<file path="src/rtl/awg_sweep_ctrl_if.sv">
// ---------------------------------------------------------------------------
// awg_sweep_ctrl_if
// Groups the sweep controller's request/config inputs and its registered
// generator controls and status pulses.
//
// Request semantics (no valid/ready pair on this block):
//   start and stop are single-cycle requests sampled on the rising clock
//   edge. There is no ready signal. start is acted on only while the
//   controller is idle, which is when busy is low and state_dbg is IDLE.
//   An accepted start raises busy on the next cycle. A rejected start
//   (f_start > f_stop) gives a one-cycle err pulse instead. stop is honoured
//   in every state and takes priority over start.
//
// Modports:
//   master : drives start/stop/config and observes outputs (bench or host)
//   slave  : the controller itself
// ---------------------------------------------------------------------------
interface awg_sweep_ctrl_if #(
  parameter int DWELL_W = 16
);
  // requests and sweep configuration
  logic               start;
  logic               stop;
  logic [1:0]         mode;
  logic [11:0]        f_start;
  logic [11:0]        f_stop;
  logic [11:0]        f_step;
  logic [DWELL_W-1:0] dwell;
  logic [2:0]         amp_in;
  logic [7:0]         phase_in;

  // registered generator controls and status
  logic               en;
  logic [11:0]        freq;
  logic [2:0]         amp;
  logic [7:0]         phase;
  logic               busy;
  logic               done;
  logic               err;
  logic               step_stb;
  logic [1:0]         state_dbg;

  modport master (
    output start, stop, mode, f_start, f_stop, f_step, dwell, amp_in, phase_in,
    input  en, freq, amp, phase, busy, done, err, step_stb, state_dbg
  );

  modport slave (
    input  start, stop, mode, f_start, f_stop, f_step, dwell, amp_in, phase_in,
    output en, freq, amp, phase, busy, done, err, step_stb, state_dbg
  );
endinterface

</file>
<file path="src/rtl/awg_sweep_ctrl.sv">
// ---------------------------------------------------------------------------
// awg_sweep_ctrl
// Frequency-sweep sequencer for a triangle-wave generator. It steps freq from
// f_start towards f_stop by f_step. Each value is held for max(dwell,1)
// clocks. At the top of a leg the controller either finishes (single), jumps
// back to f_start (repeat) or turns round (bounce).
//
// Ports:
//   clk      : system clock, rising edge
//   rst_n    : asynchronous active-low reset
//   bus      : awg_sweep_ctrl_if.slave
//                inputs  start, stop, mode, f_start, f_stop, f_step, dwell,
//                        amp_in, phase_in
//                outputs en, freq, amp, phase, busy, done, err, step_stb,
//                        state_dbg (current FSM state, IDLE=0 RUN=1 DONE=2)
// ---------------------------------------------------------------------------
module awg_sweep_ctrl #(
  parameter int DWELL_W = 16
) (
  input  logic              clk,
  input  logic              rst_n,
  awg_sweep_ctrl_if.slave   bus
);

  typedef enum logic [1:0] {
    S_IDLE = 2'd0,
    S_RUN  = 2'd1,
    S_DONE = 2'd2
  } state_t;

  localparam logic [DWELL_W-1:0] DW_ONE = DWELL_W'(1);

  state_t             state;
  logic               dir_down;
  logic [DWELL_W-1:0] cnt;
  logic [DWELL_W-1:0] dwell_lim;   // max(dwell,1)-1, the count at which freq advances
  logic [1:0]         mode_q;
  logic [11:0]        fs_q;
  logic [11:0]        fe_q;
  logic [11:0]        fst_q;

  logic               en_q;
  logic [11:0]        freq_q;
  logic [2:0]         amp_q;
  logic [7:0]         phase_q;
  logic               busy_q;
  logic               done_q;
  logic               err_q;
  logic               stb_q;

  // Saturating add: the 13-bit sum cannot wrap, so it is clipped at hi.
  function automatic logic [11:0] add_clip(input logic [11:0] a, input logic [11:0] b,
                                           input logic [11:0] hi);
    logic [12:0] s;
    s = {1'b0, a} + {1'b0, b};
    return (s > {1'b0, hi}) ? hi : s[11:0];
  endfunction

  // Saturating subtract: a negative signed 13-bit difference clips to lo.
  function automatic logic [11:0] sub_clip(input logic [11:0] a, input logic [11:0] b,
                                           input logic [11:0] lo);
    logic signed [12:0] d;
    d = $signed({1'b0, a}) - $signed({1'b0, b});
    return (d < $signed({1'b0, lo})) ? lo : d[11:0];
  endfunction

  // Next frequency and direction if this cycle is an advance.
  // While running, freq always stays between fs_q and fe_q. So "not below the
  // top" means "at the top" and "not above the bottom" means "at the bottom".
  logic [11:0] adv_freq;
  logic        adv_down;
  logic        adv_end;

  always_comb begin
    adv_freq = freq_q;
    adv_down = dir_down;
    adv_end  = 1'b0;
    if (!dir_down) begin
      if (freq_q < fe_q) begin
        adv_freq = add_clip(freq_q, fst_q, fe_q);
      end else begin
        case (mode_q)
          2'b01:   adv_freq = fs_q;
          2'b10: begin
            adv_down = 1'b1;
            adv_freq = sub_clip(fe_q, fst_q, fs_q);
          end
          default: adv_end = 1'b1;   // 00 and 11 both end the sweep
        endcase
      end
    end else begin
      if (freq_q > fs_q) begin
        adv_freq = sub_clip(freq_q, fst_q, fs_q);
      end else begin
        adv_down = 1'b0;
        adv_freq = add_clip(fs_q, fst_q, fe_q);
      end
    end
  end

  always_ff @(posedge clk or negedge rst_n) begin
    if (!rst_n) begin
      state     <= S_IDLE;
      dir_down  <= 1'b0;
      cnt       <= '0;
      dwell_lim <= '0;
      mode_q    <= '0;
      fs_q      <= '0;
      fe_q      <= '0;
      fst_q     <= '0;
      en_q      <= 1'b0;
      freq_q    <= '0;
      amp_q     <= 3'd1;
      phase_q   <= '0;
      busy_q    <= 1'b0;
      done_q    <= 1'b0;
      err_q     <= 1'b0;
      stb_q     <= 1'b0;
    end else begin
      done_q <= 1'b0;
      err_q  <= 1'b0;
      stb_q  <= 1'b0;
      case (state)
        S_IDLE: begin
          en_q   <= 1'b0;
          freq_q <= '0;
          busy_q <= 1'b0;
          // When start and stop arrive together, stop wins and nothing happens.
          if (bus.start && !bus.stop) begin
            if (bus.f_start <= bus.f_stop) begin
              mode_q    <= bus.mode;
              fs_q      <= bus.f_start;
              fe_q      <= bus.f_stop;
              fst_q     <= bus.f_step;
              dwell_lim <= (bus.dwell == '0) ? '0 : bus.dwell - DW_ONE;
              amp_q     <= (bus.amp_in == 3'd0) ? 3'd1 : bus.amp_in;
              phase_q   <= bus.phase_in;
              state     <= S_RUN;
              en_q      <= 1'b1;
              busy_q    <= 1'b1;
              freq_q    <= bus.f_start;
              dir_down  <= 1'b0;
              cnt       <= '0;
            end else begin
              err_q <= 1'b1;
            end
          end
        end

        S_RUN: begin
          if (bus.stop) begin
            state    <= S_IDLE;
            en_q     <= 1'b0;
            freq_q   <= '0;
            busy_q   <= 1'b0;
            dir_down <= 1'b0;
            cnt      <= '0;
          end else if (fst_q != '0) begin
            // A zero step is tone mode: freq is simply held until stop.
            if (cnt == dwell_lim) begin
              cnt <= '0;
              if (adv_end) begin
                state    <= S_DONE;
                done_q   <= 1'b1;
                en_q     <= 1'b0;
                busy_q   <= 1'b0;
                freq_q   <= '0;
                dir_down <= 1'b0;
              end else begin
                freq_q   <= adv_freq;
                dir_down <= adv_down;
                stb_q    <= (adv_freq != freq_q);
              end
            end else begin
              cnt <= cnt + DW_ONE;
            end
          end
        end

        S_DONE: begin
          state  <= S_IDLE;
          en_q   <= 1'b0;
          busy_q <= 1'b0;
          freq_q <= '0;
        end

        default: state <= S_IDLE;
      endcase
    end
  end

  assign bus.en        = en_q;
  assign bus.freq      = freq_q;
  assign bus.amp       = amp_q;
  assign bus.phase     = phase_q;
  assign bus.busy      = busy_q;
  assign bus.done      = done_q;
  assign bus.err       = err_q;
  assign bus.step_stb  = stb_q;
  assign bus.state_dbg = state;

endmodule
</file>
<file path="src/flat_wrapper.sv">
// flat-port wrapper written by rule: the top's interface ports become plain ports
module awg_sweep_ctrl_flat 
#(
  parameter int DWELL_W = 16
)
  (clk, rst_n, bus_start, bus_stop, bus_mode, bus_f_start, bus_f_stop, bus_f_step, bus_dwell, bus_amp_in, bus_phase_in, bus_en, bus_freq, bus_amp, bus_phase, bus_busy, bus_done, bus_err, bus_step_stb, bus_state_dbg);
  awg_sweep_ctrl_if #(.DWELL_W(DWELL_W)) bus_i ();
  input  logic clk;
  input  logic rst_n;
  input wire logic [$bits(bus_i.start)-1:0] bus_start;
  input wire logic [$bits(bus_i.stop)-1:0] bus_stop;
  input wire logic [$bits(bus_i.mode)-1:0] bus_mode;
  input wire logic [$bits(bus_i.f_start)-1:0] bus_f_start;
  input wire logic [$bits(bus_i.f_stop)-1:0] bus_f_stop;
  input wire logic [$bits(bus_i.f_step)-1:0] bus_f_step;
  input wire logic [$bits(bus_i.dwell)-1:0] bus_dwell;
  input wire logic [$bits(bus_i.amp_in)-1:0] bus_amp_in;
  input wire logic [$bits(bus_i.phase_in)-1:0] bus_phase_in;
  output wire logic [$bits(bus_i.en)-1:0] bus_en;
  output wire logic [$bits(bus_i.freq)-1:0] bus_freq;
  output wire logic [$bits(bus_i.amp)-1:0] bus_amp;
  output wire logic [$bits(bus_i.phase)-1:0] bus_phase;
  output wire logic [$bits(bus_i.busy)-1:0] bus_busy;
  output wire logic [$bits(bus_i.done)-1:0] bus_done;
  output wire logic [$bits(bus_i.err)-1:0] bus_err;
  output wire logic [$bits(bus_i.step_stb)-1:0] bus_step_stb;
  output wire logic [$bits(bus_i.state_dbg)-1:0] bus_state_dbg;
  assign bus_i.start = bus_start;
  assign bus_i.stop = bus_stop;
  assign bus_i.mode = bus_mode;
  assign bus_i.f_start = bus_f_start;
  assign bus_i.f_stop = bus_f_stop;
  assign bus_i.f_step = bus_f_step;
  assign bus_i.dwell = bus_dwell;
  assign bus_i.amp_in = bus_amp_in;
  assign bus_i.phase_in = bus_phase_in;
  assign bus_en = bus_i.en;
  assign bus_freq = bus_i.freq;
  assign bus_amp = bus_i.amp;
  assign bus_phase = bus_i.phase;
  assign bus_busy = bus_i.busy;
  assign bus_done = bus_i.done;
  assign bus_err = bus_i.err;
  assign bus_step_stb = bus_i.step_stb;
  assign bus_state_dbg = bus_i.state_dbg;
  awg_sweep_ctrl #(.DWELL_W(DWELL_W)) u_core (.clk(clk), .rst_n(rst_n), .bus(bus_i));
endmodule
</file>
<file path="config.mk">
export PLATFORM = sky130hd
export DESIGN_NAME = awg_sweep_ctrl_flat
export DESIGN_NICKNAME = d
export VERILOG_FILES = /design/src/rtl/awg_sweep_ctrl_if.sv /design/src/rtl/awg_sweep_ctrl.sv /design/src/flat_wrapper.sv
export SDC_FILE = /design/constraint.sdc
export NUM_CORES = 1
export LEC_CHECK = 0
export BUFFER_PORTS_ARGS = -buffer_cell sky130_fd_sc_hd__buf_2
export CAP_MARGIN = 20
export CELL_PAD_IN_SITES_DETAIL_PLACEMENT = 0
export CELL_PAD_IN_SITES_GLOBAL_PLACEMENT = 2
export CORE_ASPECT_RATIO = 1.75
export CORE_MARGIN = 2
export CORE_UTILIZATION = 39
export CTS_CLUSTER_DIAMETER = 150
export DETAILED_ROUTE_END_ITERATION = 10
export PLACE_DENSITY_LB_ADDON = 0.1
export REMOVE_ABC_BUFFERS = 1
export SYNTH_ARGS = -nofsm -noshare
export SYNTH_HDL_FRONTEND = slang
export SYNTH_SLANG_ARGS = --single-unit
export TNS_END_PERCENT = 100
</file>
<file path="constraint.sdc">
create_clock -name clk -period 13 [get_ports clk]
set_input_delay 0.65 -clock clk [delete_from_list [all_inputs] [get_ports clk]]
set_output_delay 0.65 -clock clk [all_outputs]
set_load 0.03 [all_outputs]
</file>
==> reports/qor.csv <==
stage;metric;value;unit
final_layout;utilization after layout;0.437;
clock_tree;Post-CTS Hold Buffers;0;
worst_setup_path;Worst Setup SP;u_core.bus.freq[0];
floorplanning;I/O pin total;99;
floorplanning;die height;217;µm
routing;Total Routed Length;39.9;mm
worst_setup_path;worst r2r src;u_core.bus.freq[0];
place;RD Place Congestion;0.946;
clock_tree;clk slew on worst S/H paths;0.09;ns
sta;Final Hold Fails;0;
place;PortBufs;98;
synthesis;Most used DFF post-synth;dfrtp_1;
routing;top layer in use;met4;
floorplanning;DIE AREA;27300;µm²
synthesis;Seq/Total Area, Yosys;0.248;
flow_run;MaxCap Viol Count;0;
sta;worst-margin pin slew;0.946;ns
clock_tree;clock insertion delay at the later pin of the skew report;0.39;ns
floorplanning;num rows;78;
worst_setup_path;Critical Path End Type;register;
final_layout;layout cell share with drive strength beyond 1;0.115;
clock_tree;CTS resizes;0;
routing;drt first pass iters;5;
final_layout;nets@finish;1539;
worst_setup_path;Crit path max-delay family;compound AO/OA/AOI/OAI gates;
global_route;first-pass GRT wire length;60.2;mm
worst_setup_path;WP depth;19;
global_route;number of global-route vias before repair;10100;
worst_setup_path;crit path capture;u_core.bus.step_stb;
worst_setup_path;Worst R2R Setup Slack;6.57;ns
synthesis;syn avg cell area;8.07;µm²
clock_tree;# clock sinks;100;
synthesis;synthesized flop and latch total;100;
synthesis;Area contributors post-synth;dfrtp_1, ha_1, nand2_1;
worst_setup_path;WP data required;13.25;ns
worst_setup_path;Largest stage delay, worst path;0.61;ns
synthesis;Post-Synthesis Cells;1252;
final_layout;Inserted Diodes;0;
sta;Fin Clk Skew;0.0126;ns
routing;routed length on met2;21.9;mm
routing;antenna viol nets, final;0;
sta;Slew Limit Fails;0;
floorplanning;Chip Width;126;µm
run_status;status;complete, no violations;
clock_tree;Post-CTS Setup Repair Bufs;0;
worst_setup_path;CP arrival;6.68;ns
routing;Post-Route M1 WL;14.0;mm
synthesis;Post-Syn Area;10100;µm²
sta;RSZ-0062 raised after global routing;false;
place;HPWL Detailed;32.9;mm
global_route;grt ovf;0;
floorplanning;Core Region;25700;µm²
sta;final worst-path cycle share;0.494;
synthesis;Yosys top cell by area;dfrtp_1;
floorplanning;Initial Utilization;0.394;
final_layout;Layout fillers;2672;
worst_setup_path;crit path kind;reg -> reg;
global_route;largest net degree at the start of global routing;81;
synthesis;FFs w/ async S/R, synth;1.00;
routing;WL met3;1.05;mm
sta;Fin Setup TNS;0;ns
clock_tree;CTS tree;done;
final_layout;layout overhead on the synthesized area;11.0;%
worst_setup_path;CP Launch Type;register;
worst_setup_path;worst reg2reg path endpoint;u_core.bus.step_stb;
routing;routed via count;9763;
sta;FMAX;156;MHz
sta;crit path time final;6.43;ns
clock_tree;CTS H-tree depth;3;
synthesis;EDFF count, synth;0;
worst_setup_path;worst-case reg-to-reg path depth;19;
global_route;initial antenna violation count;0;
worst_setup_path;cells along the critical path;inv_1, ha_1, inv_1, fa_1, a211oi_2, o21ai_1, a31o_1, a21oi_1, xnor2_1, ha_1, a2111oi_0, o211ai_1, nand2_1, mux2i_1, a32o_1, mux2_2, or4_4, a2111oi_2, a41oi_1;
sta;max_slew headroom;0.369;
clock_tree;CTS Buf Count;9;
global_route;Total GRT Usage;0.295;
clock_tree;Bufs on Longest Clock Path;2;
worst_setup_path;Max FO, Critical Path;13;
routing;wire per inst;24.1;µm
worst_setup_path;Slowest-stage cell, CP;nand2_1;
worst_hold_path;Hold Path Class;in -> async;
worst_setup_path;Buf/Inv on CP;2;
routing;Vias/cell;5.90;
synthesis;Yosys Warn Count;0;
synthesis;Distinct cells, synth;86;
routing;First DRT Iteration DRCs;556;
clock_tree;Root Buffer;clkbuf_16;
sta;Setup Viol. Count Final;0;
synthesis;share of the synthesized area in the top cell type;0.245;
routing;drc violations;0;
[worst reg2reg max path: stages (launching register included)]
cell and delay (ns):
dfrtp_1 0.51, inv_1 0.22, ha_1 0.21, inv_1 0.06, fa_1 0.47, a211oi_2 0.39, o21ai_1 0.22, a31o_1 0.25
a21oi_1 0.18, xnor2_1 0.21, ha_1 0.31, a2111oi_0 0.58, o211ai_1 0.30, nand2_1 0.61, mux2i_1 0.28, a32o_1 0.20
mux2_2 0.36, or4_4 0.51, a2111oi_2 0.28, a41oi_1 0.15
[logic make-up after synthesis]
logic type                 count (synthesis)  synth area share
and+or+nand+nor                          418             0.195
AOI/OAI and AO/OA                        359             0.234
adders and majority gates                140             0.176
buffers and inverters                    129            0.0509
DFF                                      100             0.248
xor gates and xnor gates                  79            0.0684
muxes                                     27            0.0277
[worst min path at each step]
stage / startpoint / to / slack (ns) / cells after the start
2_1_floorplan: rst_n / u_core.bus.amp[1] / 0.35 / 0
3_3_place_gp: u_core.bus.amp[0] / u_core.bus.amp[0] / 0.44 / 2
3_5_place_dp: u_core.bus.amp[0] / u_core.bus.amp[0] / 0.44 / 2
4_1_cts: rst_n / u_core.bus.phase[4] / 0.39 / 1
5_1_grt: rst_n / u_core.bus.phase[4] / 0.41 / 1
6_report: rst_n / u_core.bus.phase[4] / 0.36 / 1
[flip-flops by register name, indices dropped and copies added (netlist names)]
name	count
u_core.bus.freq	12
u_core.bus.state_dbg	2
u_core.bus.amp	3
u_core.bus.err	1
u_core.cnt	16
u_core.bus.busy	1
u_core.dir_down	1
u_core.fs_q	12
u_core.mode_q	2
u_core.fe_q	12
u_core.bus.phase	8
u_core.bus.step_stb	1
u_core.dwell_lim	16
u_core.bus.done	1
u_core.fst_q	12
[synthesized netlist by cell type (28+ instances only)]
| cell | number |
|---|---|
| xor2_1 | 33 |
| nand2_1 | 158 |
| xnor2_1 | 46 |
| inv_1 | 86 |
| nor2_1 | 88 |
| a21oi_1 | 97 |
| nand3_1 | 28 |
| o21ai_0 | 89 |
| dfrtp_1 | 99 |
| ha_1 | 136 |
| nor3_1 | 42 |
| clkbuf_1 | 30 |
[final cells by class]
cell class	instances	area [µm²]	area share
clock buffer	11	243	0.0216
tap	320	400	0.0357
inverter	87	327	0.0291
multi-input combinational	1023	7100	0.633
timing repair buffer	109	576	0.0513
clock inverter	5	68.8	0.00613
sequential	100	2500	0.223
[layout by cell type (no fill, tap or decap), types with 28 or more instances in the layout]
cell type and count:
a21oi_1 96, xnor2_1 46, nor3_1 42, o21ai_0 89, buf_2 97, ha_1 136
dfrtp_1 99, nand3_1 28, nand2_1 158, nor2_1 87, inv_1 86, xor2_1 33
[routing by layer]
metal | GRT usage | vias to the layer above
met5 | 0 | -
met4 | 0.190 | 0
met3 | 0.0275 | 119
met2 | 0.570 | 279
met1 | 0.296 | 4685
li1 | - | 4680
[through the flow]
step	cells	hold slack [ns]	worst slack [ns]	cell area [µm²]
after global placement	1639	0.439	6.67	10900
after CTS	1655	0.392	6.55	11200
final	1655	0.360	6.57	11200
after detailed placement	1639	0.443	6.56	10900
after global routing	1655	0.405	6.11	11200
after floorplan	1210	0.354	7.53	9920
Power is not shown: default switching activity piles up to over one toggle a cycle in this logic, so the estimate is an artifact.
